File: config.mk
export PLATFORM = sky130hd
export DESIGN_NAME = contador_mod_n
export DESIGN_NICKNAME = d
export VERILOG_FILES = /design/src/rtl/contador_mod_n.sv
export SDC_FILE = /design/constraint.sdc
export NUM_CORES = 1
export LEC_CHECK = 0
export BUFFER_PORTS_ARGS = -buffer_cell sky130_fd_sc_hd__buf_2
export CAP_MARGIN = 25
export CORE_AREA = 4 4 41 43
export CTS_BUF_LIST = sky130_fd_sc_hd__clkbuf_16
export DETAILED_ROUTE_END_ITERATION = 8
export DIE_AREA = 0 0 45 47
export PLACE_DENSITY = 0.59
export SYNTH_ARGS = -nofsm -noshare
export SYNTH_HDL_FRONTEND = slang
export SYNTH_SLANG_ARGS = --single-unit
File: constraint.sdc
create_clock -name clk -period 2.6 [get_ports clk]
set_input_delay 0.13 -clock clk [delete_from_list [all_inputs] [get_ports clk]]
set_output_delay 0.13 -clock clk [all_outputs]
set_load 0.03 [all_outputs]
File: src/rtl/contador_mod_n.sv
// Modulo-N up/down counter with synchronous load (clamped), terminal count and wrap/load-error pulses.
// Optional saturation mode enabled by defining CONTADOR_SAT_EN (adds the sat input).
module contador_mod_n #(
    parameter int WIDTH  = 4,
    parameter int MODULO = 14
) (
    input  logic             clk,
    input  logic             rst_n,
    input  logic             en,
    input  logic             up,
    input  logic             load,
`ifdef CONTADOR_SAT_EN
    input  logic             sat,
`endif
    input  logic [WIDTH-1:0] d,
    output logic [WIDTH-1:0] q,
    output logic             tc,
    output logic             wrap,
    output logic             load_err
);

    generate
        if (MODULO < 2 || MODULO > (2 ** WIDTH)) begin : g_bad_modulo
            $error("contador_mod_n: MODULO must lie in 2..2**WIDTH");
        end
    endgenerate

    localparam logic [WIDTH-1:0] Q_MAX   = WIDTH'(MODULO - 1);
    localparam logic [WIDTH-1:0] ONE     = WIDTH'(1);
    // One extra bit so MODULO == 2**WIDTH is representable for the range check.
    localparam logic [WIDTH:0]   MOD_EXT = (WIDTH + 1)'(MODULO);

    logic             sat_i;
    logic [WIDTH-1:0] q_nxt;
    logic             wrap_nxt;
    logic             load_err_nxt;
    logic             at_max;
    logic             at_min;

`ifdef CONTADOR_SAT_EN
    assign sat_i = sat;
`else
    assign sat_i = 1'b0;
`endif

    assign at_max = (q == Q_MAX);
    assign at_min = (q == '0);
    assign tc     = en & ((up & at_max) | (~up & at_min));

    always_comb begin
        q_nxt        = q;
        wrap_nxt     = 1'b0;
        load_err_nxt = 1'b0;
        if (load) begin
            if ({1'b0, d} >= MOD_EXT) begin
                q_nxt        = Q_MAX;
                load_err_nxt = 1'b1;
            end else begin
                q_nxt = d;
            end
        end else if (en) begin
            if (tc) begin
                // At the terminal value: either hold (saturating) or wrap to the other end.
                if (!sat_i) begin
                    q_nxt    = up ? '0 : Q_MAX;
                    wrap_nxt = 1'b1;
                end
            end else begin
                q_nxt = up ? (q + ONE) : (q - ONE);
            end
        end
    end

    always_ff @(posedge clk) begin
        if (!rst_n) begin
            q        <= '0;
            wrap     <= 1'b0;
            load_err <= 1'b0;
        end else begin
            q        <= q_nxt;
            wrap     <= wrap_nxt;
            load_err <= load_err_nxt;
        end
    end

endmodule

; Word level (Yosys, flattened, before mapping)
; Index checks and enable logic that the tools add are counted.
[word_totals]
ff_bits = 6
inputBits = 9
out_inout_bits = 7
wordCells = 26
[classes]
add_sub_neg = 2
magnitude_cmp = 1
n_eq_ne = 1
n_mux = 8
n_bitwise = 7
reduce_logical = 4
[op_table]
columns = operator, n
row1 = $mux 4, 6
row2 = $add 4x1->4 const B, 1
row3 = $eq 4x4->1 const B, 1
row4 = $ge 4x4->1 const B, 1
row5 = $logic_not 4->1, 1
row6 = $sub 4x1->4 const B, 1
row7 = $and 1x1->1, 3
row8 = $not 1->1, 3
row9 = $reduce_or 3->1, 1
row10 = $mux 1, 2
row11 = $reduce_and 2->1, 1
row12 = $reduce_bool 2->1, 1
row13 = $or 1x1->1, 1

; Logic depth before layout (Yosys ltp)
; Gate-level depths: netlist (run 1).
[logic_depth]
depth_word = 7
depth_mapped = 6
ltp_nobuf = 6

; Worst setup path after synthesis (run 1)
; OpenSTA, ideal clock, no wires.
[synth_timing]
path_type = flip-flop to flip-flop
start = register q[2]
end = register q[3]
setup_time_ns = 0.116
arrival_time_ns = 1.916
t_required_ns = 2.484
slack_ns = 0.568
path_stages_with_launch = 6
n_path_buf = 0
synth_period_minus_slack_ns = 2.032
cell_sequence = dfxtp_1 -> ha_1 -> a21oi_1 -> a21oi_1 -> or4_2 -> a41o_1
[synth_between]
elab_chain_len = 7
word_cells_on_any_way = 12
classes_between = add/sub: 2 / eq/ne: 1 / mux: 4 / bitwise: 4 / reduce/logical: 1
[synth_rtl]
columns = element, line
row1 = "start, declared", 16  ; output logic [WIDTH-1:0] q,
row2 = "start signal, assigned", 80  ; q <= q_nxt;
row3 = $eq 4x4->1 / $logic_not 4->1 (equally long branches), "46, 47"
row4 = $and 1x1->1, 48  ; assign tc = en & ((up & at_max) | (~up & at_min));
row5 = $or 1x1->1, 48
row6 = $and 1x1->1, 48
row7 = $mux 4 *, 62  ; if (tc) begin
row8 = $mux 4 *, 61  ; end else if (en) begin
row9 = $mux 4 *, 54  ; if (load) begin
; Every way passes the cells marked *; elsewhere a longest branch is shown, timed or not. The select of a mux whose other input is x is not followed.
; A chain may end at the register's enable or synchronous reset.

; Worst setup path after layout (run 1)
; Same ends and word-level chain as after synthesis.

==> results of run 1 <==
## layer usage
metal	part of all wire	routed length [um]
met2	0.41	362
met3	0.10	89
met5	0	0
met1	0.49	438
met4	0	0
## layout by cell type (no fill, tap or decap), types with 2 or more instances in the layout
cell type | Yosys | routed
buf_2 | 0 | 15
inv_1 | 7 | 7
dfxtp_1 | 6 | 6
nor2_1 | 5 | 5
a21oi_1 | 4 | 4
o21ai_0 | 3 | 3
nand2_1 | 3 | 3
clkbuf_16 | 0 | 3
nand4_1 | 2 | 2
nand3_1 | 2 | 2
nor3_1 | 2 | 2
ha_1 | 2 | 2
## path summary, 6_finish.rpt
| kind | from | endpoint | depth (start not counted) |
|---|---|---|---|
| max | q[2] | q[3] | 5 |
| min | d[0] | q[0] | 3 |
| max reg2reg | q[2] | q[3] | 5 |
| min reg2reg | q[2] | q[2] | 2 |
## metrics by stage
stage          cell area (um^2)  power, mW
2_1_floorplan               390      0.160
3_3_place_gp                480      0.184
3_5_place_dp                480      0.184
4_1_cts                     556      0.434
5_1_grt                     556      0.451
6_report                    556      0.430
## power groups by stage
stage	Combinational, mW	Clock [mW]	Sequential (mW)
after floorplan	0.0414	0	0.118
after global placement	0.0759	0	0.108
after detailed placement	0.0761	0	0.108
after CTS	0.0764	0.251	0.106
after global routing	0.0853	0.258	0.108
final	0.0753	0.248	0.106
## critical path, cell delays in order, from the launching register on
cell and delay, ps:
dfxtp_1 370, ha_1 290, a21oi_1 160, a21oi_1 100
or4_2 610, a41o_1 240
## layout make-up
class	count	area share
sequential	6	0.216
tap	15	0.0338
inverter	8	0.0541
clock buffer	3	0.135
multi-input combinational	35	0.426
timing repair buffer	15	0.135
## registers in the layout, summed over array words and instances, names as in the netlist
name      flops
q             4
load_err      1
wrap          1
## cell families (layout without fill, tap and decap cells)
logic type / Yosys count / count (layout) / synth area share
simple gates: 18 / 18 / 0.237
compound gates: 12 / 12 / 0.208
buf+inv: 9 / 26 / 0.0865
flops: 6 / 6 / 0.308
fa+ha+maj: 3 / 3 / 0.115
xor+xnor: 2 / 2 / 0.0449
==> flow_summary.json, run 1 <==
{
  "run_status": "completed",
  "internal-power_mw": 0.327,
  "p_leak_nw": 0.280,
  "global_route.usage.met1": 0.122,
  "fp.dieArea_um2": 2120,
  "timing.critical_path.required_ps": 2720,
  "place.port_buffers": 15,
  "chipWidth_um": 45,
  "grt_max_degree": 11,
  "maximum_level_of_the_cts_h_tree": 1,
  "final_util": 0.427,
  "timing.hold.worst.class": "input pin to flop",
  "layout_min_cycle_time_ps": 1870,
  "synthToLayoutAreaGrowth_pct": 42.3,
  "worst_setup_path_end_kind": "flop",
  "avgSynthCellArea_um2": 7.81,
  "dr_total_vias": 391,
  "cts_resized": 0,
  "synth.net_count": 62,
  "reg_clk_slew_reported_paths_ps": 30,
  "worstPathMaxFanout": 5,
  "clock_tree.buffer_depth": 2,
  "dpl.cell_count": 79,
  "timing.final.ws_setup_ps": 728,
  "final-setup-viol-count": 0,
  "synth_seq_area_share": 0.308,
  "drt.antenna.violating_nets": 0,
  "cts_tree": "yes",
  "initial_cell_density_of_the_core": 0.300,
  "io_pins": 16,
  "grt_usage": 0.101,
  "initial_antenna_violation_count": 0,
  "max_clock_freq_ghz": 0.534,
  "via_count_of_the_first_global_routing_pass": 362,
  "pwr_density_cell_nw_per_um2": 774,
  "fin_crit_sh": 0.720,
  "post_synthesis_sequential_element_count": 6,
  "drtIter0Drc": 8,
  "setup_clock_skew_after_layout_ps": 2.26,
  "seq_power_share": 0.247,
  "gate_count_of_the_mapped_netlist": 50,
  "yosysWarningCount": 0,
  "regArea_um2": 120,
  "globalplace.congestion": 0.714,
  "slew_headroom": 0.869,
  "p_sw_frac": 0.240,
  "final_std_cells_w_o_fill": 82,
  "synth-edff-count": 0,
  "clock_insertion_delay_worst_skew_ps": 230,
  "gr-usage-met3": 0.0728,
  "core_area_um2": 1300,
  "post_cts.repair.setup_buffers": 0,
  "pre_cts_ws_ps": 679,
  "ys_types": 24,
  "synthDominantCellAreaShare": 0.308,
  "slew_violations": 0,
  "pwr-share-comb": 0.175,
  "drive_gt1_frac": 0.313,
  "reg2reg_setup_slack_ps": 730,
  "finalHoldViolations": 0,
  "worstPathArrival_ps": 1990,
  "cts.sink_count": 6,
  "tns_ps": 0,
  "area_of_the_mapped_netlist_um2": 390,
  "globalRouteMet2Util": 0.138,
  "antennaDiodeCount": 0,
  "multi_input_comb_area_um2": 236,
  "vdd.ir_drop.worst_mv": 0.342,
  "synth_top_cell_by_area": "dfxtp_1",
  "num-fill-cells": 151,
  "cts_made_buffers": 3,
  "clock_tree.root_cell": "clkbuf_16",
  "async_reset_ff_frac": 0,
  "drc_errors": 0,
  "critical_path_class": "flop to flop",
  "die_y_um": 47,
  "wl_per_cell_um": 10.9,
  "nets": 81,
  "synth_ff_type": "dfxtp_1",
  "netlist_top_cells_count": "inv_1 (7), dfxtp_1 (6), nor2_1 (5), a21oi_1 (4)",
  "clock_group_share_of_total_power": 0.577,
  "hpwlAfterDp_um": 700,
  "avgViaCountPerCell": 4.77,
  "timing.critical_path.from_type": "flop",
  "grt_most_used_layer": "met2",
  "gr-total-overflow": 0,
  "switchingPower_mw": 0.103,
  "post-synth-top-count-cell": "inv_1",
  "worst-slew-pin-transition_ps": 195,
  "drv_cap": 0,
  "route.final.wire_length_um": 890,
  "post_synth_main_area_contributors": "dfxtp_1 (31%), inv_1 (6.7%), ha_1 (6.4%), a21oi_1 (5.1%), fa_1 (5.1%)",
  "grt_setup_unrepaired": "false",
  "hold_slack_ps": 156,
  "cts_hold_repair.buffers": 0,
  "first_pass_grt_wire_length_um": 1450,
  "drt_first_pass_iters": 3,
  "placementRows": 13
}
Power figures use the tool's default switching activity.
==> run 2: changes to the inputs <==
- PLACE_DENSITY: 0.59 -> 0.61
- clock period: 2.6 -> 1.7 ns (I/O delays scaled with it)
==> run 2 against run 1 <==
Net effect:
- the flow now finishes with violations (setup timing)
- design area grew 29%
- cell count is 13% higher
- clock skew grew 2.0 ps
- worst setup slack got worse by 760 ps
- critical path depth down 1
- sequential share of layout area down 3.1 points
- total power up 73%
- routed wire length is 43% higher
- clock-buffer cell count unchanged
- sequential power grew 52%
- flip-flop and latch count stayed put
- core utilization increased by 12 points
- largest cell class unchanged
- highest routed layer is now met4
==> flow_summary.json, run 2 (synthesized netlist as in run 1, its figures left out) <==
{
  "fin_crit_sh": 1.02,
  "synthToLayoutAreaGrowth_pct": 83.3,
  "cts_hold_repair.buffers": 0,
  "regArea_um2": 133,
  "cts_made_buffers": 3,
  "io_pins": 16,
  "chipWidth_um": 45,
  "grt_max_degree": 11,
  "internal-power_mw": 0.547,
  "largest_reg_flops": 4,
  "timing.critical_path.cells": "or4_4, a211o_4, inv_4, buf_6",
  "die_y_um": 47,
  "vdd.ir_drop.worst_mv": 0.709,
  "antennaDiodeCount": 0,
  "grt_usage": 0.138,
  "clock_group_share_of_total_power": 0.528,
  "wl_per_cell_um": 13.6,
  "final_util": 0.550,
  "worst_path_buffer_plus_inverter_count": 2,
  "core_area_um2": 1300,
  "switchingPower_mw": 0.195,
  "clock_tree.buffer_depth": 2,
  "total_power_mw": 0.742,
  "dpl.cell_count": 87,
  "ff2ff_path_depth": 5,
  "path_delay_family": "simple AND/OR/NAND/NOR gates",
  "drt.antenna.violating_nets": 0,
  "fp.dieArea_um2": 2120,
  "pre_cts_ws_ps": -90.9,
  "critical_path.slowest_cell": "or4_4",
  "clock_insertion_delay_worst_skew_ps": 230,
  "final-setup-viol-count": 3,
  "first_pass_grt_wire_length_um": 2040,
  "slowest_delay_ps": 520,
  "layout_min_cycle_time_ps": 1730,
  "num-fill-cells": 122,
  "hpwlAfterDp_um": 929,
  "drive_gt1_frac": 0.551,
  "place.port_buffers": 15,
  "seq_power_share": 0.216,
  "largest-register": "q",
  "max_clock_freq_ghz": 0.577,
  "hold_slack_ps": 112,
  "timing.critical_path.required_ps": 1620,
  "maximum_level_of_the_cts_h_tree": 1,
  "worstPathMaxFanout": 4,
  "drc_errors": 0,
  "initial_cell_density_of_the_core": 0.300,
  "tns_ps": -84.4,
  "worst-slew-pin-transition_ps": 277,
  "avgViaCountPerCell": 4.97,
  "drv_cap": 0,
  "clock_tree.root_cell": "clkbuf_16",
  "timing.hold.worst.class": "input pin to flop",
  "failed_checks": "setup timing",
  "multi_input_comb_area_um2": 297,
  "nets": 91,
  "slew_headroom": 0.814,
  "setup_clock_skew_after_layout_ps": 4.23,
  "via_count_of_the_first_global_routing_pass": 459,
  "globalplace.congestion": 0.797,
  "finalHoldViolations": 0,
  "worstPathArrival_ps": 1650,
  "hold_path_depth": 2,
  "gr-total-overflow": 0,
  "final_std_cells_w_o_fill": 93,
  "timing.critical_path.from_type": "flop",
  "grt_setup_unrepaired": "true",
  "cts.sink_count": 6,
  "p_leak_nw": 0.347,
  "post_layout_inst_area_um2": 716,
  "drt_first_pass_iters": 4,
  "reg.largest.list": "q: 4 flops, load_err: 1 flops, wrap: 1 flops",
  "layout.cells.most_common": "buf_2",
  "route.final.wire_length_um": 1270,
  "critical_path_class": "flop to output pin",
  "post_dp_cell_area_um2": 577,
  "p_sw_frac": 0.263,
  "slew_violations": 0,
  "run_status": "finished, violations left",
  "pwr_density_cell_nw_per_um2": 1040,
  "dr_total_vias": 462,
  "reg_clk_slew_reported_paths_ps": 40,
  "placementRows": 13,
  "worst_setup_path_end_kind": "output pin",
  "timing.final.ws_setup_ps": -32.3,
  "pwr-share-comb": 0.255,
  "cts_tree": "yes",
  "drtIter0Drc": 12,
  "initial_antenna_violation_count": 0,
  "layout_common_cells": "buf_2 (14), buf_4 (10), inv_1 (8), nor2_1 (5)",
  "critical_path_depth": 4
}
-- run 2: layout make-up --
cell class                      count  area share
Clock inverter                      1     0.00524
Timing Repair Buffer               25       0.219
Inverter                            8      0.0455
Sequential cell                     6       0.185
Clock buffer                        3       0.105
Multi-Input combinational cell     35       0.414
Tap cell                           15      0.0262
-- run 2: final timing paths --
kind / startpoint / to / slack (ps)
worst max register to register: q[0] / q[1] / -30
worst min register to register: q[2] / q[2] / 610
worst min-delay path: rst_n / q[1] / 110
worst max-delay path: q[0] / tc / -30
-- run 2: per-layer routing --
metal,vias to the layer above,wire length (um),GRT usage
met4,0,14,0.105
li1,235,-,-
met5,-,0,0
met3,2,67,0.0268
met2,12,627,0.212
met1,213,559,0.171
-- run 2: power groups by stage --
stage	registers (mW)	logic [mW]	clock network [mW]
floorplan	0.182	0.0728	0
global placement	0.162	0.155	0
detailed placement	0.162	0.157	0
CTS	0.161	0.180	0.400
global route	0.162	0.205	0.411
finish	0.161	0.190	0.392
-- run 2: what timing repair did --
item / in CTS / in global routing
resized for setup: 7 / 4
setup endpoints to repair: 4 / 4
pin swaps: 5 / 0
setup buffers: 2 / 0
==> run 3: changes to the inputs <==
- RECOVER_POWER: default -> 50
==> run 3 against run 2 <==
Net effect:
- the run still ends with setup timing left
- total power is 0.28% lower
- sequential share of layout area is 0.16 points higher
- critical path type unchanged
- register-to-register slack hardly changed
- clock skew hardly changed
- clock power hardly changed
- largest power group unchanged
- maximum frequency hardly changed
==> flow_summary.json, run 3 (synthesized netlist as in run 1, its figures left out) <==
{
  "worst-slew-pin-transition_ps": 392,
  "timing.final.ws_setup_ps": -32.6,
  "timing.hold.worst.class": "input pin to flop",
  "clock_insertion_delay_worst_skew_ps": 230,
  "cts.sink_count": 6,
  "reg_clk_slew_reported_paths_ps": 40,
  "via_count_of_the_first_global_routing_pass": 459,
  "worst_setup_path_end_kind": "output pin",
  "max_clock_freq_ghz": 0.577,
  "core_area_um2": 1300,
  "clock_tree.buffer_depth": 2,
  "maximum_level_of_the_cts_h_tree": 1,
  "cts_tree": "yes",
  "p_sw_frac": 0.264,
  "dr_total_vias": 456,
  "worstPathArrival_ps": 1650,
  "fp.dieArea_um2": 2120,
  "chipWidth_um": 45,
  "worstPathMaxFanout": 4,
  "ff2ff_path_depth": 5,
  "run_status": "finished, violations left",
  "reg.largest.list": "q: 4 flops, load_err: 1 flops, wrap: 1 flops",
  "hold_path_depth": 2,
  "layout_min_cycle_time_ps": 1730,
  "clock_tree.root_cell": "clkbuf_16",
  "wl_per_cell_um": 13.7,
  "layout.cells.most_common": "buf_4",
  "grt_setup_unrepaired": "true",
  "nets": 91,
  "total_power_mw": 0.740,
  "final_util": 0.545,
  "critical_path_class": "flop to output pin",
  "vdd.ir_drop.worst_mv": 0.709,
  "largest_reg_flops": 4,
  "internal-power_mw": 0.545,
  "failed_checks": "setup timing",
  "pwr-share-comb": 0.254,
  "slew_headroom": 0.738,
  "timing.critical_path.required_ps": 1620,
  "gr-total-overflow": 0,
  "p_leak_nw": 0.329,
  "hold_slack_ps": 111,
  "grt_usage": 0.138,
  "clock_group_share_of_total_power": 0.529,
  "antennaDiodeCount": 0,
  "largest-register": "q",
  "drtIter0Drc": 12,
  "avgViaCountPerCell": 4.90,
  "die_y_um": 47,
  "drt_first_pass_iters": 4,
  "synthToLayoutAreaGrowth_pct": 81.7,
  "pwr_density_cell_nw_per_um2": 1040,
  "switchingPower_mw": 0.195,
  "tns_ps": -84.8,
  "place.port_buffers": 15,
  "hpwlAfterDp_um": 929,
  "cts_made_buffers": 3,
  "placementRows": 13,
  "drive_gt1_frac": 0.487,
  "io_pins": 16,
  "cts_hold_repair.buffers": 0,
  "globalplace.congestion": 0.797,
  "drt.antenna.violating_nets": 0,
  "initial_antenna_violation_count": 0,
  "setup_clock_skew_after_layout_ps": 4.53,
  "seq_power_share": 0.217,
  "final-setup-viol-count": 3,
  "finalHoldViolations": 0,
  "layout_common_cells": "buf_4 (10), buf_2 (9), inv_1 (8), nor2_1 (5), clkbuf_1 (5)",
  "drc_errors": 0,
  "slew_violations": 0,
  "grt_max_degree": 11,
  "first_pass_grt_wire_length_um": 2040,
  "route.final.wire_length_um": 1280,
  "timing.critical_path.from_type": "flop",
  "initial_cell_density_of_the_core": 0.300,
  "fin_crit_sh": 1.02,
  "drv_cap": 0
}
==> run 3: changes by cell type in the layout (fill, tap and decap cells not counted), sizes merged <==
cell	previous run	this run
clkbuf	3	8
buf	25	20
==> run 3: layer usage <==
metal	track usage	share of wire	vias up
li1	-	-	234
met1	0.171	0.44	208
met2	0.212	0.48	12
met3	0.0268	0.054	2
met4	0.105	0.019	0
met5	0	0	-
==> run 3: worst paths after layout <==
kind / end / slack [ps] / start
min: q[1] / 110 / rst_n
min reg2reg: q[2] / 610 / q[2]
max: tc / -30 / q[0]
max reg2reg: q[1] / -30 / q[0]
==> run 3: power groups by stage <==
stage	clock network (mW)	logic, mW	registers, mW
final	0.392	0.188	0.161
after global placement	0	0.155	0.162
after global routing	0.411	0.203	0.162
after floorplan	0	0.0728	0.182
after detailed placement	0	0.157	0.162
after CTS	0.400	0.180	0.161
==> run 3: through the flow <==
stage	instances	setup WS [ps]	area (um^2)
after floorplan	50	-132	427
after global placement	87	-75.9	577
after detailed placement	87	-90.9	577
after CTS	93	-36.3	701
after global routing	93	-52.3	709
final	93	-32.6	709
==> run 3: final cells by class <==
class	instances	area, um^2
clock inverters	1	3.75
multi-input cells	35	297
flip-flops and latches	6	133
clock buffers	3	75.1
fillers	122	592
inverters	8	32.5
well taps	15	18.8
repair buffers	25	150
==> run 3: timing repair <==
item | CTS | global route
endpoints found under the hold margin | 0 | 0
pin swaps | 5 | 0
setup endpoints to repair | 4 | 4
gates resized for setup | 7 | 4
buffers inserted | 2 | 0
==> run 3: worst max-delay path, stage by stage, from the launching register on <==
cell and delay (ps):
dfxtp_4 340, or4_4 520, a211o_4 350, inv_4 80
buf_6 130
